[src/rtl/uart_tx_arbiter.sv]
// uart_tx_arbiter
//
// Shares one 8N1 UART transmit line between NUM_REQ byte sources. A
// round-robin arbiter picks one pending requester per frame through a
// valid/ready handshake and hands its byte to the serializer. Bit timing
// comes from a clock-enable counter on clk; there are no derived clocks.
//
// Optional build: define UART_TX_ARB_PARITY_EN to insert an even-parity
// bit between the data bits and the stop bit (11-bit frame).
//
// Parameters:
//   CLK_FREQ  system clock in Hz (informational only)
//   BAUD_DIV  clk cycles per bit, 2..65535
//   NUM_REQ   number of requesters, 2..8
//
// Ports:
//   clk        in   system clock, rising edge
//   rst        in   asynchronous active-high reset
//   req_valid  in   [NUM_REQ]    requester i has a byte pending
//   req_data   in   [8*NUM_REQ]  byte of requester i in bits [8i+7:8i]
//   req_ready  out  [NUM_REQ]    one-hot accept strobe (combinational)
//   tx         out  serial line, idles high (registered)
//   busy       out  high from the cycle after accept through the stop bit
//   grant_id   out  [3] requester whose frame is in flight; holds afterwards
//
// state  | meaning
// -------+------------------------------------------------------------
// IDLE   | line high; arbitrate and accept one byte per frame
// START  | start bit (tx low) for BAUD_DIV cycles
// DATA   | 8 data bits, LSB first
// PARITY | even parity bit (parity build only)
// STOP   | stop bit (tx high), then back to IDLE

module uart_tx_arbiter #(
    parameter int CLK_FREQ = 27000000,
    parameter int BAUD_DIV = 2812,
    parameter int NUM_REQ  = 4
) (
    input  logic                 clk,
    input  logic                 rst,
    input  logic [NUM_REQ-1:0]   req_valid,
    input  logic [8*NUM_REQ-1:0] req_data,
    output logic [NUM_REQ-1:0]   req_ready,
    output logic                 tx,
    output logic                 busy,
    output logic [2:0]           grant_id
);

    if (BAUD_DIV < 2 || BAUD_DIV > 65535 || NUM_REQ < 2 || NUM_REQ > 8 || CLK_FREQ < 1) begin : g_bad_params
        $error("uart_tx_arbiter: parameter out of range");
    end

    localparam logic [15:0] BIT_END = 16'(BAUD_DIV - 1);

    typedef enum logic [2:0] {
        IDLE,
        START,
        DATA,
        PARITY,
        STOP
    } state_t;

    state_t      state;
    logic [15:0] baud_cnt;
    logic [2:0]  bit_idx;
    logic [7:0]  shift;
    logic [2:0]  last_grant;
    logic        bit_end;

    logic        pick_found;
    logic [2:0]  pick_idx;
    logic [7:0]  pick_data;

`ifdef UART_TX_ARB_PARITY_EN
    logic        parity_bit;
`endif

    assign bit_end = (baud_cnt == BIT_END);

    // Search upward from the requester after last_grant, wrapping around.
    // Outer loop is the search distance so the nearest valid index wins.
    always_comb begin
        pick_found = 1'b0;
        pick_idx   = 3'd0;
        pick_data  = 8'd0;
        for (int k = 1; k <= NUM_REQ; k++) begin
            for (int i = 0; i < NUM_REQ; i++) begin
                if (!pick_found && req_valid[i] &&
                    (i == (int'(last_grant) + k) % NUM_REQ)) begin
                    pick_found = 1'b1;
                    pick_idx   = 3'(i);
                    pick_data  = req_data[i*8 +: 8];
                end
            end
        end
    end

    always_comb begin
        req_ready = '0;
        for (int i = 0; i < NUM_REQ; i++) begin
            req_ready[i] = (state == IDLE) && pick_found && (pick_idx == 3'(i));
        end
    end

    always_ff @(posedge clk or posedge rst) begin
        if (rst) begin
            state      <= IDLE;
            baud_cnt   <= '0;
            bit_idx    <= '0;
            shift      <= '0;
            last_grant <= 3'(NUM_REQ - 1);
            grant_id   <= '0;
            tx         <= 1'b1;
            busy       <= 1'b0;
`ifdef UART_TX_ARB_PARITY_EN
            parity_bit <= 1'b0;
`endif
        end else begin
            // Counter only runs while a frame is on the line; it sits at 0
            // in IDLE so the accept cycle starts a full-length start bit.
            if (state != IDLE) begin
                baud_cnt <= bit_end ? 16'd0 : baud_cnt + 16'd1;
            end

            case (state)
                IDLE: begin
                    if (pick_found) begin
                        shift      <= pick_data;
                        grant_id   <= pick_idx;
                        last_grant <= pick_idx;
                        baud_cnt   <= '0;
                        bit_idx    <= '0;
                        tx         <= 1'b0;
                        busy       <= 1'b1;
`ifdef UART_TX_ARB_PARITY_EN
                        parity_bit <= ^pick_data;
`endif
                        state      <= START;
                    end
                end
                START: begin
                    if (bit_end) begin
                        tx      <= shift[0];
                        bit_idx <= '0;
                        state   <= DATA;
                    end
                end
                DATA: begin
                    if (bit_end) begin
                        if (bit_idx == 3'd7) begin
`ifdef UART_TX_ARB_PARITY_EN
                            tx    <= parity_bit;
                            state <= PARITY;
`else
                            tx    <= 1'b1;
                            state <= STOP;
`endif
                        end else begin
                            // tx is registered, so present the next bit now.
                            tx      <= shift[1];
                            shift   <= {1'b0, shift[7:1]};
                            bit_idx <= bit_idx + 3'd1;
                        end
                    end
                end
`ifdef UART_TX_ARB_PARITY_EN
                PARITY: begin
                    if (bit_end) begin
                        tx    <= 1'b1;
                        state <= STOP;
                    end
                end
`endif
                STOP: begin
                    if (bit_end) begin
                        tx    <= 1'b1;
                        busy  <= 1'b0;
                        state <= IDLE;
                    end
                end
                default: begin
                    tx    <= 1'b1;
                    busy  <= 1'b0;
                    state <= IDLE;
                end
            endcase
        end
    end

endmodule

[config.mk]
export PLATFORM = sky130hd
export DESIGN_NAME = uart_tx_arbiter
export DESIGN_NICKNAME = d
export VERILOG_FILES = /design/src/rtl/uart_tx_arbiter.sv
export SDC_FILE = /design/constraint.sdc
export NUM_CORES = 1
export LEC_CHECK = 0
export CAP_MARGIN = 15
export CORE_ASPECT_RATIO = 0.7
export CORE_UTILIZATION = 25
export DETAILED_ROUTE_END_ITERATION = 10
export GPL_TIMING_DRIVEN = 1
export SLEW_MARGIN = 0
export SYNTH_ARGS = -nofsm -noshare
export SYNTH_HDL_FRONTEND = slang
export SYNTH_SLANG_ARGS = --single-unit
[constraint.sdc]
create_clock -name clk -period 5.9 [get_ports clk]
set_input_delay 1.18 -clock clk [delete_from_list [all_inputs] [get_ports clk]]
set_output_delay 1.18 -clock clk [all_outputs]
set_load 0.1 [all_outputs]
# Yosys cells after proc, flatten, opt, wreduce, memory -nomap -nowiden
# Index checks and enable logic that the tools add are counted.
# op_classes
n_addsub,6
mul,0
div_mod_pow,0
n_lt_le_gt_ge,0
eq_ne,26
shift,0
n_mux,74
bitwise_logic,5
n_reduce_logical,71
# op_table
op,count
$mux 8,19
$logic_not 32->1,4
$mux 3,22
$mux 16,4
$logic_and 1x1->1,36
$eq 3x3->1 const A,8
$mux 1,24
$add 16x1->16 const B,1
$eq 16x12->1 const B,1
$pmux 8 s2,1
$logic_not 1->1,15
$eq 2x3->1 const A,4
$ne 2x2->1 const B,6
$pmux 3 s4,1
$reduce_and 5->1,2
$reduce_or 2->1,5
$eq 3x2->1 const B,3
$pmux 3 s3,1
$reduce_and 4->1,2
$eq 3x1->1 const B,2
$eq 3x3->1 const B,2
$logic_not 3->1,2
$reduce_bool 3->1,2
$add 2x1->2 const B,2
other kinds (9),13
# word_totals
ff_bits,37
latchBits,0
mem_bits_rw,0
romBits,0
output_inout_bits,9
elab_cells,190
memories,0

# Depth between registers and ports, before layout
# depth
ltp_word,68
depth_mapped,9

# Worst setup path before layout
# Ideal clock, no wire load.
# synth_timing
kind,input-to-output
startpoint,input port req_valid[2]
endpoint,output port req_ready[3]
arrival_time_ps,4326
t_required_ps,4720
setup_slack_ps,394
stages,7
n_path_buf,3
cell_sequence,buf_6 > nand2b_1 > or4_1 > buf_2 > buf_6 > and2_1 > nor3_1
# synth_via
elab_chain_len,57
# synth_lines
item,line_no,source
"start, declared",41,"input logic [NUM_REQ-1:0] req_valid,"
$logic_and 1x1->1 (2 in a row),88,if (!pick_found && req_valid[i] &&
$mux 1,88,
$logic_not 1->1,88,
$logic_and 1x1->1 (2 in a row),88,
$mux 1,88,
$logic_not 1->1,88,
$logic_and 1x1->1 (2 in a row),88,
$mux 1,88,
[36 not listed],-,
$logic_not 1->1,88,
$logic_and 1x1->1 (2 in a row),88,
$mux 1,88,
$logic_not 1->1,88,
$logic_and 1x1->1 (2 in a row),88,
$mux 3 / $mux 1 (equally long branches),88,
$eq 3x2->1 / $logic_and 1x1->1 (equally long branches),101,req_ready[i] = (state == IDLE) && pick_found && (pick_idx == 3'(i));
$logic_and 1x1->1 *,101,
"end, declared",43,"output logic [NUM_REQ-1:0] req_ready,"
# Every way passes the cells marked *; elsewhere a longest branch is shown, timed or not.

# Final worst setup path
# layout_timing
startpoint,input port req_valid[1]
endpoint,output port req_ready[3]
# layout_via
elab_chain_len,61
# layout_lines
item,line_no
$logic_and 1x1->1 (2 in a row),88
$mux 1,88
$logic_not 1->1,88
$logic_and 1x1->1 (2 in a row),88
$mux 1,88
$logic_not 1->1,88
$logic_and 1x1->1 (2 in a row),88
$mux 1,88
[40 not listed],-
$logic_not 1->1,88
$logic_and 1x1->1 (2 in a row),88
$mux 1,88
$logic_not 1->1,88
$logic_and 1x1->1 (2 in a row),88
$mux 3 / $mux 1 (equally long branches),88
$eq 3x2->1 / $logic_and 1x1->1 (equally long branches),101
$logic_and 1x1->1 *,101
# Marks and branches as above.

==> out/qor.txt <==
====================================================================================================
Area delta synth->final                                                                        19.7%
Reg-to-Reg Start                                                                        last_grant[1]$_DFFE_PP1P_
Die H                                                                                        98.8 um
Highest Clock Rate                                                                           209 MHz
Remaining Overflow, GRT                                                                            0
Fill cell instance count of the final layout                                                    1331
CTS root buffer                                                                         sky130_fd_sc_hd__clkbuf_16
Number of nets at the end of the flow                                                            506
Number of instances in the synthesized netlist                                                   442
Number of search-and-repair iterations in the first detailed-routing pass                          5
Nets in the synthesized netlist                                                                  483
Power per cell area                                                                      190 nW/um^2
Relative slew slack                                                                            0.336
Number of resized instances in the post-cts repair step                                            0
Minimum hold slack                                                                          0.473 ns
Clock latency reported for the late side of the worst-skew pair                              0.29 ns
Clock network fraction of design power                                                         0.362
P_sw                                                                                          241 uW
Placeable Area                                                                           12700 sq um
Reg-to-reg endpoint                                                                     shift[3]$_DFFE_PP0P_
DRC Markers                                                                                        0
TritonCTS sink count                                                                              36
Initial cell density of the core                                                               0.263
Number of library cell types mapped by synthesis                                                  70
Critical-path maximum fanout                                                                      16
Total routed wirelength                                                                      12.1 mm
Number of buffers inserted during clock tree synthesis                                             5
Sw frac                                                                                        0.317
List of cells traversed by the critical path                                            clkdlybuf4s50_1 > nor2b_1 > o21ba_2 > nor3_1 > and2_1 > nor3_1 > buf_4
Final period utilization                                                                       0.812
Kind of end point of the critical path                                                    output pin
Sequential cell fraction of total power                                                        0.409
Die X                                                                                         140 um
Startpoint of the worst setup timing path                                               req_valid[1]
Top-Level Pins                                                                                    47
Number of antenna violations at the first check in global routing                                  0
Port Buf Inserts                                                                                  45
Type of the worst setup path                                                            primary input to output pin
Clock-pin slew reported for the worst setup and hold paths after clock tree synthesis        0.05 ns
Detailed Place HPWL                                                                          8.94 mm
Deepest clock path buffer count                                                                    2
Leakage power summed over all cells                                                       0.00151 uW
Fraction of synthesized cell area taken by the top area cell type                              0.247
Drt via density                                                                                 5.88
Required time of the critical path                                                           4.72 ns
Unrepaired setup endpoints after global routing                                                false
CP bufs+invs                                                                                       2
Cell Int Power                                                                                520 uW
Number of cells on the critical path                                                               7
Status                                                                                     completed
Cell Area, Synth                                                                          3340 sq um
Slowest Stage Delay on Critical Path                                                         0.84 ns
Peak VDD IR                                                                                 0.137 mV
Number of failing setup endpoints in the final timing report                                       0
Pin count of the biggest net entering global routing                                              39
Portion of total power attributed to combinational logic                                       0.229
Number of global-route vias before repair                                                       3309
Htree depth                                                                                        2
Vias                                                                                            3692
Total number of placement rows                                                                    34
Crit path to                                                                            req_ready[3]
Dominant register cell in the synthesized netlist                                       sky130_fd_sc_hd__dfrtp_1
Count of maximum capacitance violations                                                            0
Cell family with the largest share of critical-path delay                               buffers and inverters
Post-synthesis async set-or-reset flop share                                                    1.00
Most common cell in the synthesized netlist                                             sky130_fd_sc_hd__nand2_1
R2r setup slk                                                                                3.23 ns
Post-CTS repair timing setup buffer count                                                          0
Final Hold Violating Endpoints                                                                     0
Yosys reg bits                                                                                    36
Most area-consuming cells after synthesis                                               sky130_fd_sc_hd__dfrtp_1 25%, sky130_fd_sc_hd__nand2_1 4.9%, sky130_fd_sc_hd__nor2_1 4.6%, sky130_fd_sc_hd__nand3_1 4.2%, sky130_fd_sc_hd__o21ai_0 3.3%
Arrival time at the worst endpoint                                                           3.61 ns
RD Place Congestion                                                                            0.967
Routed wirelength normalized by instance count                                               19.2 um
Hold buffer count at cts                                                                           0
Worst hold path cell count                                                                         2
Final number of max-transition violations                                                          0
Min-Delay Path Class                                                                    flip-flop to flip-flop
Worst Setup Start Kind                                                                  primary input
Diode count                                                                                        0
Slowest stage cell on the critical path                                                 sky130_fd_sc_hd__clkdlybuf4s50_1
Total Neg Setup Slack                                                                           0 ns
Global router's overall resource usage                                                         0.176
Number of enable-type register cells in the synthesized netlist                                    0
Maximum clock skew at final layout                                                        0.00403 ns
Leading post-synthesis cells by instance count                                          44 x sky130_fd_sc_hd__nand2_1, 41 x sky130_fd_sc_hd__nor2_1, 33 x sky130_fd_sc_hd__dfrtp_1, 28 x sky130_fd_sc_hd__nand3_1, 22 x sky130_fd_sc_hd__o21ai_0
Cell count of the worst reg-to-reg path                                                            6
Drt first-iter violations                                                                        367
Most common cell type on the critical path                                              sky130_fd_sc_hd__nor3_1
Area enclosed by the die boundary                                                        13900 sq um
Minimum clock period                                                                         4.79 ns
Count of warnings emitted by yosys                                                                 0
Number of nets with antenna violations after routing                                               0
Pin slew with the least headroom to its limit                                               0.983 ns
TritonCTS clock tree                                                                             yes
Wire length of the first global-routing pass                                                 18.9 mm
Fraction of layout instances using a drive strength above 1                                   0.0708
Post-synthesis area per instance                                                          7.57 sq um
Portion of the post-synthesis area used by sequential elements                                 0.270
Cell type contributing the most total cell area after synthesis                         sky130_fd_sc_hd__dfrtp_1
====================================================================================================
state kept, by name (all words and copies together), names as in the netlist:
| name | cells |
|---|---|
| bit_idx | 3 |
| busy | 1 |
| tx | 1 |
| baud_cnt | 16 |
| state | 3 |
| shift | 8 |
| grant_id | 2 |
| last_grant | 2 |
worst register-to-register path, cell delays in order, from the launching register on:
cell,delay [ns]
sky130_fd_sc_hd__dfstp_2,0.87
sky130_fd_sc_hd__nor2b_1,0.61
sky130_fd_sc_hd__nand3_1,0.32
sky130_fd_sc_hd__nand3_1,0.28
sky130_fd_sc_hd__a221o_1,0.18
sky130_fd_sc_hd__a21oi_1,0.04
sky130_fd_sc_hd__o41ai_1,0.26
through the flow:
step / power, uW / std cells / util / worst slack [ns] / instance area, sq um
3_3_place_gp: 483 / 619 / 0.303 / 1.28 / 3850
3_5_place_dp: 485 / 620 / 0.303 / 1.21 / 3860
5_1_grt: 795 / 628 / 0.315 / 1.03 / 4000
6_report: 760 / 628 / 0.315 / 1.11 / 4000
2_1_floorplan: 414 / 442 / - / 0.394 / 3340
4_1_cts: 761 / 628 / 0.315 / 1.19 / 4000
power groups by stage:
stage	registers [uW]	clock network, uW	logic [uW]
after floorplan	304	0	110
after global placement	313	0	170
after detailed placement	313	0	171
after CTS	310	279	172
after global routing	316	289	190
final	311	275	174
cell families after synthesis:
family / share of synthesized area
compound gates: 0.279
xor+xnor: 0.0288
fa+ha+maj: 0.0112
buf+inv: 0.0666
flops: 0.270
mux: 0.0165
other cells: 0.00112
simple gates: 0.326
layout by cell type, fill, tap and decap left out, drive strengths merged, types with 9 or more instances in the layout:
cell and instances:
nand2 44, nor2 43, clkdlybuf4s50 41, dfrtp 33, nand3 28, o21ai 24
a21oi 20, nor3 18, o22ai 16, inv 13, nand2b 10, and3 10
nand4 10, buf 10, a22oi 9
layer usage:
layer  vias to the layer above  GRT usage  wire [um]
met2                       185      0.226       4650
met3                         8     0.0578       1210
li1                       1709          -          -
met1                      1790      0.275       6130
met5                         -          0          0
met4                         0     0.0355         65
layout make-up:
| cell class | count | area (sq um) | area share |
|---|---|---|---|
| Tap cell | 162 | 203 | 0.0506 |
| Clock buffer | 8 | 146 | 0.0366 |
| Multi-Input combinational cell | 358 | 2220 | 0.554 |
| Timing Repair Buffer | 51 | 483 | 0.121 |
| Sequential cell | 36 | 905 | 0.226 |
| Inverter | 13 | 48.8 | 0.0122 |
worst min path at each step:
stage | start | to | slack, ns
floorplan | shift[7]$_DFFE_PP0P_ | shift[7]$_DFFE_PP0P_ | 0.47
global placement | tx$_DFFE_PP1P_ | tx$_DFFE_PP1P_ | 0.47
detailed placement | tx$_DFFE_PP1P_ | tx$_DFFE_PP1P_ | 0.47
CTS | tx$_DFFE_PP1P_ | tx$_DFFE_PP1P_ | 0.48
global route | tx$_DFFE_PP1P_ | tx$_DFFE_PP1P_ | 0.49
finish | tx$_DFFE_PP1P_ | tx$_DFFE_PP1P_ | 0.47
Power figures use the tool's default switching activity.
